[src/rtl/block_memory_sequencer.sv]
// Sequences one wide block-memory entry access as N_CHUNKS 16-bit bus transactions
// on a request/response chain, with a per-chunk response timeout.
module block_memory_sequencer #(
  parameter int BASE_ADDR  = 0,
  parameter int BRAM_DEPTH = 256,
  parameter int BRAM_WIDTH = 33,
  parameter int TIMEOUT    = 64
) (
  input  logic                          clk,
  input  logic                          rst_n,
  input  logic                          req_valid,
  output logic                          req_ready,
  input  logic                          req_rw,
  input  logic [$clog2(BRAM_DEPTH)-1:0] req_entry,
  input  logic [BRAM_WIDTH-1:0]         req_wdata,
  output logic                          resp_valid,
  output logic [BRAM_WIDTH-1:0]         resp_rdata,
  output logic                          resp_err,
  output logic [15:0]                   addr_o,
  output logic [15:0]                   wdata_o,
  output logic [15:0]                   rdata_o,
  output logic                          rw_o,
  output logic                          valid_o,
  input  logic [15:0]                   addr_i,
  input  logic [15:0]                   wdata_i,
  input  logic [15:0]                   rdata_i,
  input  logic                          rw_i,
  input  logic                          valid_i
);

  localparam int EW       = $clog2(BRAM_DEPTH);
  localparam int N_CHUNKS = (BRAM_WIDTH + 15) / 16;
  localparam int PW       = N_CHUNKS * 16;
  localparam int CW       = (N_CHUNKS > 1) ? $clog2(N_CHUNKS) : 1;
  localparam int TW       = $clog2(TIMEOUT + 1);

  localparam logic [CW-1:0] LAST_CHUNK = CW'(N_CHUNKS - 1);
  localparam logic [TW-1:0] TMO_LAST   = TW'(TIMEOUT - 1);

  typedef enum logic [1:0] {IDLE, ISSUE, WAIT, DONE} state_t;

  state_t          state;
  logic [CW-1:0]   chunk_q;
  logic [TW-1:0]   tmo_q;
  logic [EW-1:0]   entry_q;
  logic [PW-1:0]   wdata_q;
  logic [PW-1:0]   rbuf;
  logic [PW-1:0]   rbuf_merge;
  logic [PW-1:0]   req_wpad;
  logic [CW-1:0]   chunk_nxt;
  logic            accept;
  logic            match;
  logic            unused_bits;

  // Chunks of one entry live in consecutive BRAM_DEPTH-sized banks; address wraps at 16 bits.
  function automatic logic [15:0] chunk_addr(input logic [CW-1:0] k, input logic [EW-1:0] e);
    return 16'(BASE_ADDR) + 16'(k) * 16'(BRAM_DEPTH) + 16'(e);
  endfunction

  assign req_wpad  = PW'(req_wdata);
  assign chunk_nxt = chunk_q + CW'(1);
  assign accept    = (state == IDLE) && req_valid && req_ready;
  assign match     = (state == WAIT) && valid_i && (addr_i == addr_o) && (rw_i == rw_o);
  assign rdata_o   = '0;

  always_comb begin
    rbuf_merge = rbuf;
    rbuf_merge[16*int'(chunk_q) +: 16] = rdata_i;
  end

  // Response write-data and read padding above BRAM_WIDTH are intentionally dropped.
  assign unused_bits = ^{wdata_i, rbuf_merge};

  always_ff @(posedge clk) begin
    if (accept) begin
      entry_q <= req_entry;
      wdata_q <= req_wpad;
      rbuf    <= '0;
    end else if (match && !rw_o) begin
      rbuf <= rbuf_merge;
    end
  end

  always_ff @(posedge clk) begin
    if (!rst_n) begin
      state      <= IDLE;
      req_ready  <= 1'b1;
      resp_valid <= 1'b0;
      resp_err   <= 1'b0;
      resp_rdata <= '0;
      valid_o    <= 1'b0;
      rw_o       <= 1'b0;
      addr_o     <= '0;
      wdata_o    <= '0;
      chunk_q    <= '0;
      tmo_q      <= '0;
    end else begin
      case (state)
        IDLE: begin
          if (accept) begin
            req_ready <= 1'b0;
            chunk_q   <= '0;
            tmo_q     <= '0;
            valid_o   <= 1'b1;
            rw_o      <= req_rw;
            addr_o    <= chunk_addr('0, req_entry);
            wdata_o   <= req_rw ? req_wpad[15:0] : 16'h0000;
            state     <= ISSUE;
          end
        end
        ISSUE: begin
          valid_o <= 1'b0;
          tmo_q   <= '0;
          state   <= WAIT;
        end
        WAIT: begin
          // A matching response wins over a timeout expiring in the same cycle.
          if (match) begin
            if (chunk_q == LAST_CHUNK) begin
              resp_valid <= 1'b1;
              resp_err   <= 1'b0;
              resp_rdata <= rw_o ? '0 : rbuf_merge[BRAM_WIDTH-1:0];
              state      <= DONE;
            end else begin
              chunk_q <= chunk_nxt;
              valid_o <= 1'b1;
              addr_o  <= chunk_addr(chunk_nxt, entry_q);
              wdata_o <= rw_o ? wdata_q[16*int'(chunk_nxt) +: 16] : 16'h0000;
              state   <= ISSUE;
            end
          end else if (tmo_q == TMO_LAST) begin
            resp_valid <= 1'b1;
            resp_err   <= 1'b1;
            resp_rdata <= rw_o ? '0 : rbuf[BRAM_WIDTH-1:0];
            state      <= DONE;
          end else begin
            tmo_q <= tmo_q + TW'(1);
          end
        end
        DONE: begin
          resp_valid <= 1'b0;
          req_ready  <= 1'b1;
          state      <= IDLE;
        end
        default: state <= IDLE;
      endcase
    end
  end

endmodule

[config.mk]
export PLATFORM = sky130hd
export DESIGN_NAME = block_memory_sequencer
export DESIGN_NICKNAME = d
export VERILOG_FILES = /design/src/rtl/block_memory_sequencer.sv
export SDC_FILE = /design/constraint.sdc
export NUM_CORES = 1
export LEC_CHECK = 0
export ABC_CLOCK_PERIOD_IN_PS = 3500
export BUFFER_PORTS_ARGS = -buffer_cell sky130_fd_sc_hd__buf_2
export CELL_PAD_IN_SITES_DETAIL_PLACEMENT = 1
export CELL_PAD_IN_SITES_GLOBAL_PLACEMENT = 1
export CORE_MARGIN = 5
export CORE_UTILIZATION = 42
export CTS_BUF_LIST = sky130_fd_sc_hd__clkbuf_2
export DETAILED_ROUTE_END_ITERATION = 8
export PLACE_DENSITY = 0.86
export SYNTH_ARGS = -nofsm -noshare
export SYNTH_HDL_FRONTEND = slang
export SYNTH_SLANG_ARGS = --single-unit
[constraint.sdc]
create_clock -name clk -period 3.5 [get_ports clk]
set_clock_uncertainty 0.2 [all_clocks]
set_input_delay 0.175 -clock clk [delete_from_list [all_inputs] [get_ports clk]]
set_output_delay 0.175 -clock clk [all_outputs]
set_load 0.02 [all_outputs]
* After elaboration in Yosys (flattened, before gate mapping)
Index checks and enable logic that the tools add are counted.
Word-level totals: bits in registers 170, bits of input ports 95, output and inout bits 86, word-level logic and storage cells 98
Operators by class: $add $sub $neg 4, equal/unequal tests 15, shift operators 3, multiplexer cells 41, reductions and logical operators 21
Operators with widths (number):
- 2-to-1 mux 33 bit | 5
- 2-to-1 mux 16 bit | 8
- one-hot mux 16 bit (2 select lines) | 2
- bitwise mux 48 bit | 1
- variable shift 16 x 33 -> 48 bit (first input constant) | 1
- variable part select 16 x 33 -> 48 bit | 1
- variable part select 48 x 7 -> 16 bit | 1
- negator 6 -> 33 bit | 1
- 2-to-1 mux 7 bit | 3
- one-hot mux 7 bit (3 select lines) | 1
- == test 16 bit | 1
- 2-to-1 mux 2 bit | 7
- AND reduction 4 bit | 3
- adder 10 x 8 -> 11 bit | 1
- inequality test 2 bit (second input constant) | 5
- 2-to-1 mux 1 bit | 9
- one-hot mux 2 bit (4 select lines) | 1
- nonzero test 2 bit | 4
- adder 7 x 1 -> 7 bit (second input constant) | 1
- == test 7 x 6 -> 1 bit (second input constant) | 1
- == test 2 bit (second input constant) | 3
- logical AND 1 bit | 6
- inequality test 3 x 2 -> 1 bit (second input constant) | 2
- AND reduction 2 bit | 3
- 11 further kinds | 13

* Longest topological paths before layout
word-level depth 6, gate-level depth with buffers 10, depth with buffers taken out 7

* Worst setup path before layout
No wires, ideal clock.
path type reg-to-reg, start register chunk_q[0], end register addr_o[0], setup time 0.116 ns, arrival 2.468 ns, required time 3.184 ns, slack 0.716 ns, cell stages (with the launch flop) 11, path buffers 3, period minus slack after synthesis 2.784 ns, path through dfxtp_1 clkbuf_1 inv_1 ha_1 clkbuf_1 nor2_1 nand3_1 nor4_4 clkbuf_1 o21ai_0 o211a_1
Between the ends: cells in the longest elaborated chain, start to end 3
Ends and longest elaborated chain:
- from (decl) | RTL line 43 | logic [CW-1:0] chunk_q;
- from (signal assigned) | RTL line 125 | chunk_q <= chunk_nxt;
- == test 2 bit | RTL line 119 | if (chunk_q == LAST_CHUNK) begin
- inequality test 2 bit (no line)
- AND reduction 4 bit (no line)
- to (signal assigned) | RTL line 106 | addr_o <= chunk_addr('0, req_entry);
- to (signal assigned) | RTL line 127 | addr_o <= chunk_addr(chunk_nxt, entry_q);
- to (decl) | RTL line 19 | output logic [15:0] addr_o,
No other way between the ends. A chain may end at the register's enable or synchronous reset.

* Worst setup path in the final report
start register addr_o[9], end register addr_o[0]
Between the ends: cells in the longest elaborated chain, start to end 5
Ends and longest elaborated chain:
- == test 16 bit | RTL line 63 | assign match = (state == WAIT) && valid_i && (addr_i == addr_o) && (rw_i == rw_o);
- logical AND 1 bit (2 in a row) | RTL line 63
- inequality test 2 bit (no line)
- AND reduction 4 bit (no line)
No other way between the ends.

==> flow_metrics.py <==
metrics = {
    "route": {
        "top_layer": "met4",
        "wl_met3_um": 1600,
        "vias": 6839,
        "firstDrtPassIters": 5,
        "viasPerCell": 5.80,
        "wl_met1_um": 10400,
        "wirelength_um": 28200,
        "drc": 0,
        "wire_per_inst_um": 23.9,
        "dr_wl_met2_um": 14300,
        "drt_iter0_drc": 398,
        "ant_nets": 0,
    },
    "cells_and_area": {
        "area_delta_synth_final_pct": 34.2,
        "finalNetCount": 1045,
        "fin_util_pct": 57.0,
        "final_cells": 1179,
        "drive_above_1_share_pct": 23.5,
    },
    "cts": {
        "numCtsBuffers": 17,
        "clk_path_buf_depth": 2,
        "clkLatencyLatePin_ps": 830,
        "cts_sinks": 147,
        "cts-root-buf": "clkbuf_2",
        "clkSlewWorstSetupHoldPaths_ps": 300,
        "htree_levels": 4,
        "cts_tree": "built",
    },
    "place": {
        "place_congestion": 0.766,
        "dp_hpwl_um": 13200,
        "dp.cells": 1022,
        "numPortBuffers": 142,
    },
    "power": {
        "peakVddDrop_mv": 0.302,
        "cellLeakagePower_uw": 0.00425,
        "power_uw": 3780,
        "p_per_area_mw_per_mm2": 403,
    },
    "logic_synthesis": {
        "syn_inst": 695,
        "synth_xor_area_share_pct": 1.38,
        "muxShareOfSynthArea_pct": 9.02,
        "synthArstFlopShare_pct": 0,
        "syn_area_mm2": 0.00699,
        "synth_ff_type": "dfxtp_1",
        "ys_warn_count": 0,
        "synth_edf_count": 41,
        "yosys-top-cells-area": "dfxtp_1 (30%), edfxtp_1 (18%), mux2i_1 (6.4%)",
        "ys_seq_elements": 147,
        "synth_area_per_cell_um2": 10.1,
        "synth-simple-area-share_pct": 15.4,
        "synth_fa_ha_area_share_pct": 0.895,
        "synth_compound_area_share_pct": 18.9,
        "synth_top_area_share_pct": 30.4,
        "synth_top_family_by_area": "compound AO/OA/AOI/OAI gates",
        "ys_seq_area_share_pct": 48.0,
        "yosysUniqueCellTypes": 53,
        "yosysTopAreaCell": "dfxtp_1",
    },
    "setup_path": {
        "cp.required_ps": 4030,
        "path_common_cell": "dlygate4sd3_1",
        "cp_slowest_cell": "dlygate4sd3_1",
        "cp_max_fo": 5,
        "slowest_delay_ps": 720,
        "crit_chain": "xnor2_2 > nand4_1 > dlygate4sd3_1 > nor4_4 > dlygate4sd3_1 > o21ai_0 > o211a_1",
        "crit_path_start_kind": "flop",
        "crit_path_end_kind": "flop",
        "worst_ep_arrival_time_ps": 3860,
        "worstSetupPathType": "flop to flop",
    },
    "floorplan": {
        "dieArea_mm2": 0.0193,
        "initial_core_util_pct": 42.5,
        "row_count": 47,
        "die_x_um": 139,
        "num_io_pins": 181,
        "coreArea_mm2": 0.0165,
        "die_h_um": 139,
    },
    "global_route": {
        "grtUsageTotal_pct": 28.6,
        "grt_pass1_wl_um": 43200,
        "grt.overflow.total": 0,
        "grt_max_degree": 71,
        "antenna_found_initial": 1,
        "grt_pass1_vias": 7380,
    },
    "sta": {
        "worst_pin_slew_ps": 931,
        "max_freq_mhz": 300,
        "tns_ps": 0,
        "slew_viol_final": 0,
        "hold_viol_final": 0,
        "period_share_pct": 95.3,
        "rsz0062_at_grt": "no",
        "whs_ps": 29.5,
        "relSlewSlack_pct": 37.7,
        "period_needed_ps": 3330,
        "setup_viol": 0,
    },
    "run_status": {
        "status": "completed",
    },
    "min_path": {
        "hold_path_class": "primary input to flop",
    },
    "run": {
        "drv_cap": 0,
    },
}
[cell families after synthesis]
kind of cell / Yosys count
buf+inv: 79
simple gates: 198
fa+ha+maj: 5
flops: 147
xor+xnor: 11
compound gates: 193
other cells: 1
mux: 61
[sequential cells by signal (all words and copies together), names as in the netlist]
signal,count
rw_o,1
resp_rdata,33
valid_o,1
req_ready,1
addr_o,9
rbuf,33
resp_err,1
entry_q,8
chunk_q,1
resp_valid,1
wdata_o,16
state,2
wdata_q,33
tmo_q,7
[per-layer routing]
metal | up-vias | GRT usage (%)
li1 | 2959 | -
met1 | 3379 | 30.6
met2 | 380 | 51.8
met3 | 121 | 6.03
met4 | 0 | 16.6
met5 | - | 0
[cell type report]
class	count	area [um^2]
clock buffers	18	90.1
diodes	1	2.50
inverters	4	15.0
well taps	220	275
multi-input cells	490	3310
fillers	1872	7090
flip-flops and latches	147	3350
repair buffers	285	2110
clock inverters	14	226
[metrics by stage]
stage                     setup slack [ps]  cell area, um^2
after floorplan                        716             7070
after global placement                 666             7810
after detailed placement               611             7810
after CTS                              301             9370
after global routing                  58.4             9380
final                                  166             9380
[cells in the mapped netlist, types with 5 or more instances]
master    instances
mux2i_1          45
buf_6             5
buf_2            11
and2_1           34
nand2b_1          5
dfxtp_1         106
ha_1              5
buf_4            26
a21oi_1          38
clkbuf_1         32
xnor2_1          11
o21ai_1          35
nand3_1           8
nand2_1          48
a22oi_1          15
edfxtp_1         41
nor2_1           39
o211a_1          24
a22o_1           31
nor2b_1          32
mux2_2           16
o21ai_0          27
[report_power, final]
group | switching (uW) | total [uW] | internal (uW)
Sequential | 54.9 | 1890 | 1840
Combinational | 335 | 574 | 239
Clock | 761 | 1320 | 557
[timing repair]
item,4_1_cts,5_1_grt
resized for setup,0,2
hold endpoints to repair,143,0
setup endpoints to repair,0,3
setup buffers,0,0
hold buffers,124,0
[critical path: cells and delay by family (launching register included)]
| family | cells | cell delay (ps) |
|---|---|---|
| flops | 1 | 440 |
| compound gates | 2 | 330 |
| xor+xnor | 1 | 270 |
| simple gates | 2 | 570 |
| buf+inv | 2 | 1430 |
[final timing paths]
path                from   endpoint  slack (ps)  cells past startpoint
max            addr_o[9]  addr_o[0]         170                      7
min          rdata_i[10]   rbuf[26]          30                      3
max reg2reg    addr_o[9]  addr_o[0]         170                      7
min reg2reg     tmo_q[6]   tmo_q[6]         260                      2
[cells in the final DEF (no fill, tap or decap), drive strengths merged, types with 6 or more instances in the layout]
master and count:
inv 7, o21ai 63, dfxtp 106, a31oi 6, mux2 16, mux2i 45
nand3 8, nor4 6, edfxtp 41, and2 35, buf 161, clkbuf 18
a21oi 38, dlygate4sd3 124, a22o 31, conb 22, nor2 39, xnor2 11
nor2b 32, a22oi 15, nand2 48, o211a 24
Power figures use the tool's default switching activity.
